$ cat src/rtl/kf_priority_interrupt_unit.sv
// Rotating-priority interrupt unit (IRR/ISR, ack, EOI); int_out 1 cycle after IRR, ack_valid 1 cycle after ack_req,
// ack_req ignored while a response is in flight. Define KF_PRIORITY_AUTO_EOI_EN for auto-EOI (ack does not set ISR).
module kf_priority_interrupt_unit #(
   parameter int NUM_IRQ = 16,
   parameter int ID_W    = $clog2(NUM_IRQ)
) (
   input  logic               clock,
   input  logic               reset,
   input  logic [NUM_IRQ-1:0] irq_in,
   input  logic [NUM_IRQ-1:0] edge_mode,
   input  logic [NUM_IRQ-1:0] irq_mask,
   input  logic               special_mask,
   input  logic               rotate_on_eoi,
   input  logic               set_bottom_valid,
   input  logic [ID_W-1:0]    set_bottom_id,
   output logic               int_out,
   input  logic               ack_req,
   output logic               ack_valid,
   output logic [ID_W-1:0]    ack_id,
   output logic               ack_spurious,
   input  logic               eoi_valid,
   input  logic               eoi_specific,
   input  logic [ID_W-1:0]    eoi_id,
   output logic [NUM_IRQ-1:0] isr_out,
   output logic [NUM_IRQ-1:0] irr_out
);

   typedef enum logic {ST_IDLE, ST_RESP} state_t;

   localparam logic [ID_W:0] NONE = (ID_W+1)'(NUM_IRQ);

   // Position 0 is the channel just above the bottom pointer; NONE when no bit is set.
   function automatic logic [ID_W:0] first_pos(input logic [NUM_IRQ-1:0] v, input logic [ID_W-1:0] b);
      logic [ID_W:0]   pos;
      logic [ID_W-1:0] idx;
      pos = NONE;
      for (int p = NUM_IRQ - 1; p >= 0; p--) begin
         idx = b + ID_W'(p) + ID_W'(1);
         if (v[idx]) pos = (ID_W+1)'(p);
      end
      return pos;
   endfunction

   function automatic logic [NUM_IRQ-1:0] onehot(input logic [ID_W-1:0] id);
      return {{(NUM_IRQ-1){1'b0}}, 1'b1} << id;
   endfunction

   state_t               state_q, state_d;
   logic [NUM_IRQ-1:0]   irr_q, irr_d, isr_q, isr_d, hist_q;
   logic [ID_W-1:0]      bot_q, bot_d, ack_id_q, ack_id_d;
   logic                 int_q, ack_sp_q, ack_sp_d;

   logic [NUM_IRQ-1:0]   blk_v, eoi_clr, irr_clr;
   logic [ID_W:0]        win_pos, blk_pos, top_pos;
   logic [ID_W-1:0]      win_id, top_id;
   logic                 win_vld, ack_take, grant, eoi_rot;

   always_comb begin
      blk_v   = special_mask ? (isr_q & ~irq_mask) : isr_q;
      win_pos = first_pos(irr_q & ~irq_mask, bot_q);
      blk_pos = first_pos(blk_v, bot_q);
      top_pos = first_pos(isr_q, bot_q);
      win_vld = (win_pos < blk_pos);
      win_id  = bot_q + win_pos[ID_W-1:0] + ID_W'(1);
      top_id  = bot_q + top_pos[ID_W-1:0] + ID_W'(1);
   end

   always_comb begin
      state_d  = state_q;
      ack_id_d = ack_id_q;
      ack_sp_d = ack_sp_q;
      ack_take = 1'b0;
      case (state_q)
         ST_IDLE: begin
            if (ack_req) begin
               ack_take = 1'b1;
               state_d  = ST_RESP;
               ack_id_d = win_vld ? win_id : bot_q;
               ack_sp_d = ~win_vld;
            end
         end
         ST_RESP: state_d = ST_IDLE;
         default: state_d = ST_IDLE;
      endcase
   end

   always_comb begin
      grant   = ack_take & win_vld;
      eoi_clr = '0;
      eoi_rot = 1'b0;
      if (eoi_valid) begin
         if (eoi_specific) begin
            eoi_clr = onehot(eoi_id);
         end else if (top_pos != NONE) begin
            eoi_clr = onehot(top_id);
            eoi_rot = rotate_on_eoi;
         end
      end
      bot_d = eoi_rot ? top_id : bot_q;
`ifdef KF_PRIORITY_AUTO_EOI_EN
      isr_d = isr_q & ~eoi_clr;
      if (grant && rotate_on_eoi) bot_d = win_id;
`else
      // The ack's set is applied after the EOI clear so it wins on the same bit.
      isr_d = (isr_q & ~eoi_clr) | (grant ? onehot(win_id) : '0);
`endif
      if (set_bottom_valid) bot_d = set_bottom_id;
      irr_clr = grant ? (onehot(win_id) & edge_mode) : '0;
      irr_d   = (edge_mode & ((irr_q & ~irr_clr) | (irq_in & ~hist_q))) | (~edge_mode & irq_in);
   end

   always_ff @(posedge clock) begin
      if (reset) begin
         state_q  <= ST_IDLE;
         irr_q    <= '0;
         isr_q    <= '0;
         hist_q   <= '0;
         bot_q    <= ID_W'(NUM_IRQ - 1);
         ack_id_q <= '0;
         ack_sp_q <= 1'b0;
         int_q    <= 1'b0;
      end else begin
         state_q  <= state_d;
         irr_q    <= irr_d;
         isr_q    <= isr_d;
         hist_q   <= irq_in;
         bot_q    <= bot_d;
         ack_id_q <= ack_id_d;
         ack_sp_q <= ack_sp_d;
         int_q    <= win_vld;
      end
   end

   assign int_out      = int_q;
   assign ack_valid    = (state_q == ST_RESP);
   assign ack_id       = ack_id_q;
   assign ack_spurious = ack_sp_q;
   assign isr_out      = isr_q;
   assign irr_out      = irr_q;

endmodule

$ cat config.mk
export PLATFORM = sky130hd
export DESIGN_NAME = kf_priority_interrupt_unit
export DESIGN_NICKNAME = d
export VERILOG_FILES = /design/src/rtl/kf_priority_interrupt_unit.sv
export SDC_FILE = /design/constraint.sdc
export NUM_CORES = 1
export LEC_CHECK = 0
export CORE_ASPECT_RATIO = 1.75
export CORE_MARGIN = 2
export CORE_UTILIZATION = 52
export CTS_BUF_LIST = sky130_fd_sc_hd__clkbuf_4 sky130_fd_sc_hd__clkbuf_8
export DETAILED_ROUTE_END_ITERATION = 8
export PLACE_DENSITY_LB_ADDON = 0.08
export SYNTH_ARGS = -nofsm -noshare
export SYNTH_HDL_FRONTEND = slang
export SYNTH_SLANG_ARGS = --single-unit
$ cat constraint.sdc
create_clock -name clock -period 6.3 [get_ports clock]
set_clock_uncertainty 0.2 [all_clocks]
set_input_delay 0.63 -clock clock [delete_from_list [all_inputs] [get_ports clock]]
set_output_delay 0.63 -clock clock [all_outputs]
set_load 0.02 [all_outputs]
Word level (Yosys, flattened, before mapping). Index checks and enable logic that the tools add are counted.

Flip-flop bits (word level): 59. Input port bits: 64. Output and inout bits: 39.

$add $sub $neg: 34. $lt $le $gt $ge: 17. Equal/unequal tests: 1. Shift operators: 3. Multiplexer cells: 159. Bitwise operators: 19. Reductions and logical operators: 2.

Operators with widths (count): 5-bit two-way mux (48); 1-bit binary-select mux with 4-bit select (48); 16-bit bitwise AND (8); 16-bit two-way mux (6); 4-bit by 5-bit less-than comparator with 1-bit output, second input constant (16); 16-bit inverter (5); 4-bit by 1-bit adder with 4-bit output, second input constant (18); 1-bit two-way mux (53); 16-bit OR (3); 1-bit by 4-bit left shift with 16-bit output, first input constant (3); 4-bit adder, second input constant (8); 4-bit by 3-bit adder with 4-bit output, second input constant (4); 4-bit two-way mux (3); 4-bit by 2-bit adder with 4-bit output, second input constant (2); 4-bit adder (2); 5-bit less-than comparator (1); 5-bit != test, second input constant (1); 1-bit inverter (2); 1-bit case mux with 2 select lines (1); 2-bit AND reduction (1); 2-bit nonzero test (1); 1-bit bitwise AND (1).

Depth between registers and ports, before layout.
Word-level depth: 30. Gate-level depth with buffers: 25. Gate-level depth less buffers: 20.

Least setup slack after synthesis. No wires, ideal clock.

Path kind: reg2reg. Start: register bot_q[1]. End: register isr_q[8], in the netlist isr_out[8]. Arrival time: 6196 ps. Path slack: -211 ps. Stages on the path, launching flop included: 24. Buffers on the path: 5. Cell sequence: dfxtp_1 > clkbuf_1 > inv_1 > buf_1 > ha_1 > buf_2 > clkbuf_1 > buf_1 > mux4_2 > mux4_2 > or2_2 > o21ai_0 > a211oi_1 > o31ai_1 > nand2_1 > inv_1 > ha_1 > a21o_1 > a21oi_1 > xor2_1 > nand2_1 > mux2i_1 > a221oi_1 > a31o_1.

Cells in the longest elaborated chain, start to end: 29.

Ends and longest elaborated chain: from (decl) (RTL line 50) `logic [ID_W-1:0] bot_q, bot_d, ack_id_q, ack_id_d;`; from (signal assigned) (RTL line 118) `bot_q <= ID_W'(NUM_IRQ - 1);`; from (signal assigned) (RTL line 127) `bot_q <= bot_d;`; 4-bit adder (RTL line 38) `idx = b + ID_W'(p) + ID_W'(1);`; 4-bit by 1-bit adder with 4-bit output (RTL line 38); 1-bit binary-select mux with 4-bit select (RTL line 39) `if (v[idx]) pos = (ID_W+1)'(p);`; 1-bit two-way mux (not written as such) (RTL line 39); 5-bit two-way mux (16 in a row) (RTL line 39); 4-bit adder (RTL line 65) `top_id = bot_q + top_pos[ID_W-1:0] + ID_W'(1);`; 4-bit by 1-bit adder with 4-bit output (RTL line 65); 1-bit by 4-bit left shift with 16-bit output (RTL line 45) `return {{(NUM_IRQ-1){1'b0}}, 1'b1} << id;`; 16-bit two-way mux (RTL line 94) `end else if (top_pos != NONE) begin`; 16-bit two-way mux (RTL line 92) `if (eoi_specific) begin`; 16-bit two-way mux (RTL line 91) `if (eoi_valid) begin`; 16-bit inverter (RTL line 105) `isr_d = (isr_q & ~eoi_clr) | (grant ? onehot(win_id) : '0);`; 16-bit bitwise AND (RTL line 105); 16-bit OR * (RTL line 105); to (signal assigned) (RTL line 125) `isr_q <= isr_d;`; to (decl) (RTL line 49) `logic [NUM_IRQ-1:0] irr_q, irr_d, isr_q, isr_d, hist_q;`.

Every way passes the cells marked *; elsewhere a longest branch is shown, timed or not. The select of a mux whose other input is x is not followed. A chain may end at the register's enable or synchronous reset.

Worst setup path after layout.
Start: register bot_q[0]. End: register isr_q[4], in the netlist isr_out[4].

The elaborated chain is that of the path after synthesis.

==> results.cfg <==
[status]
outcome = finished clean

[clock_network]
clock_sinks = 59
clkLatencyLatePin_ns = 0.34
cts_made_buffers = 9
htree_num_levels = 3
post_cts.repair.setup_buffers = 0
cts.reportedPaths.clkPinSlew_ns = 0.07
clock_tree.buffer_depth = 2
cts_root_buffer = clkbuf_8
holdBufCountCts = 0
cts_tree = yes

[final_layout]
filler_cells_inserted = 1157
post-route-util_pct = 63.6
layout-drive-gt1-share_pct = 16.5
fin_nets = 919
antenna_fix_cells = 0
area_growth_pct = 20.7

[worst_setup_path]
timing.critical_path.from_type = register
crit_required_ns = 6.38
critPathCaptureType = register
critical_path_class = reg2reg
maximum_net_fanout_on_the_critical_path = 25
rrSetupSlack_ns = 0.36
crit_arrival_ns = 6.02

[yosys]
postSynth.asyncResetShare_pct = 0
synth_top_area_cell = mux4_2
synth_seq_cells = 59
synthTopCellsByArea = mux4_2, dfxtp_1, mux2i_1
synth.most_common_cell = nand2_1
yosysTopAreaCellShare_pct = 23.6
synthesis.instances = 741
synthTopCellsByCount = nand2_1, mux4_2, mux2i_1
yosys_warnings = 0
per_instance_average_area_after_synthesis_um2 = 9.42
synthesized_net_count = 824
synthesized_area_mm2 = 0.00698
yosys.cell_types.count = 61
ys_dominant_reg_cell = dfxtp_1
synth_enable_flop_cells = 0
synth-seq-area-share_pct = 16.9

[global_route]
grt_pass1_wl_mm = 39.0
number_of_antenna_violations_at_the_first_check_in_global_routing = 0
via_count_of_the_first_global_routing_pass = 7022
grt_start_max_net_pins = 41
grt_overflow = 0
grt_usage_pct = 35.4

[floorplan]
horiz_die_dim_um = 91.6
initial_core_util_pct = 52.7
die_area_mm2 = 0.0144
vertical_die_dimension_um = 157
io_pins = 103
placement_rows = 56
coreArea_mm2 = 0.0132

[hold_path]
holdCritPathClass = reg2reg

[routing]
drtAntennaViolNets = 0
drt-pass1-iter-count = 5
drt-initial-drc-count = 569
routed_wirelength_mm = 25.7
avgRoutedWirePerCell_um = 25.3
route.detailed.drc = 0
num_vias = 7134
viasPerCell = 7.03

[timing]
fin_setup_tns_ns = 0
tightestPinTransition_ns = 1.24
layout_worst_path_cycle_share_pct = 94.2
timing.fmax_mhz = 168
finalSetupViolCount = 0
drv_slew = 0
timing_hold_violations_final = 0
max-slew-margin-rel_pct = 17.3
fin_crit_ns = 5.94

[placed_design]
post-dp-hpwl_mm = 20.2
place.port_buffers = 102
place_congestion = 0.989

[job]
cap_violations = 0
[logic make-up (layout without fill, tap and decap cells)]
group | count (synthesis) | after routing | share of synthesized area, %
and+or+nand+nor | 239 | 239 | 17.1
AOI/OAI and AO/OA | 181 | 181 | 19.2
muxes | 160 | 160 | 36.4
buffers and inverters | 60 | 160 | 3.71
DFF | 59 | 59 | 16.9
xor gates and xnor gates | 23 | 23 | 2.99
adders and majority gates | 19 | 19 | 3.62
[per-layer routing]
layer  GRT usage (%)  vias to the layer above  routed length, um
met4            21.8                        0               1680
li1                -                     3120                  -
met3            4.69                      115               1650
met5               0                        -                  0
met2            61.7                      378              13100
met1            40.9                     3521               9320
[stage by stage]
stage               hold WS (ns)  cells  cell area, um^2  setup WS, ns
finish                     0.304   1015             8420         0.363
global route               0.315   1015             8420      -0.00953
CTS                        0.301   1015             8420         0.423
detailed placement         0.292    999             8210         0.341
global placement           0.291    999             8210         0.427
floorplan                  0.306    741             6980        0.0965
[cell usage in the layout, fill, tap and decap left out, types with 16 or more instances in the layout]
master / count
dfxtp_1: 58
a32oi_1: 17
buf_4: 25
a21oi_1: 20
mux4_2: 73
nor2_1: 44
mux2i_1: 67
a31o_1: 16
clkdlybuf4s50_1: 102
ha_1: 17
nor2b_1: 42
a31oi_1: 27
a21boi_0: 16
nand2_1: 74
[state kept, by name, summed over array words and instances (netlist names)]
name,count
bot_q,4
irr_out,16
ack_spurious,1
isr_out,16
ack_id,4
int_out,1
hist_q,16
ack_valid,1
[final timing paths]
| check | start | endpoint | depth (start not counted) |
|---|---|---|---|
| worst max-delay path | bot_q[0] | isr_out[4] | 18 |
| worst min register to register | ack_id[1] | ack_id[1] | 2 |
| worst min-delay path | ack_id[1] | ack_id[1] | 2 |
| worst max register to register | bot_q[0] | isr_out[4] | 18 |
[critical path, cell delays in order, from the launching register on]
cell	delay, ns
dfxtp_2	0.46
inv_2	0.19
ha_1	0.50
buf_4	0.39
nand2b_1	0.11
o21ai_1	0.22
xor2_1	0.39
mux4_2	0.38
mux4_2	0.50
o31ai_1	0.40
ha_1	0.27
inv_1	0.05
a21o_1	0.17
a21oi_1	0.19
xor2_1	0.35
a31oi_1	0.08
mux2_2	0.37
a221oi_1	0.49
a31o_1	0.15
[cell type report]
type	count	area, um^2	share of cell area [%]
clock buffers	11	145	1.72
flip-flops and latches	59	1180	14.0
repair buffers	127	1210	14.3
inverters	17	63.8	0.758
multi-input cells	622	5540	65.8
well taps	174	218	2.58
clock inverters	5	62.6	0.743
[timing repair]
| action | CTS | global route |
|---|---|---|
| endpoints found under the hold margin | 0 | 0 |
| endpoints found under the setup margin | 0 | 4 |
| resized for setup | 0 | 1 |
Power is left out: the tool's default activity adds up to more than one toggle a clock period on the data nets, which glitch-free logic cannot reach.
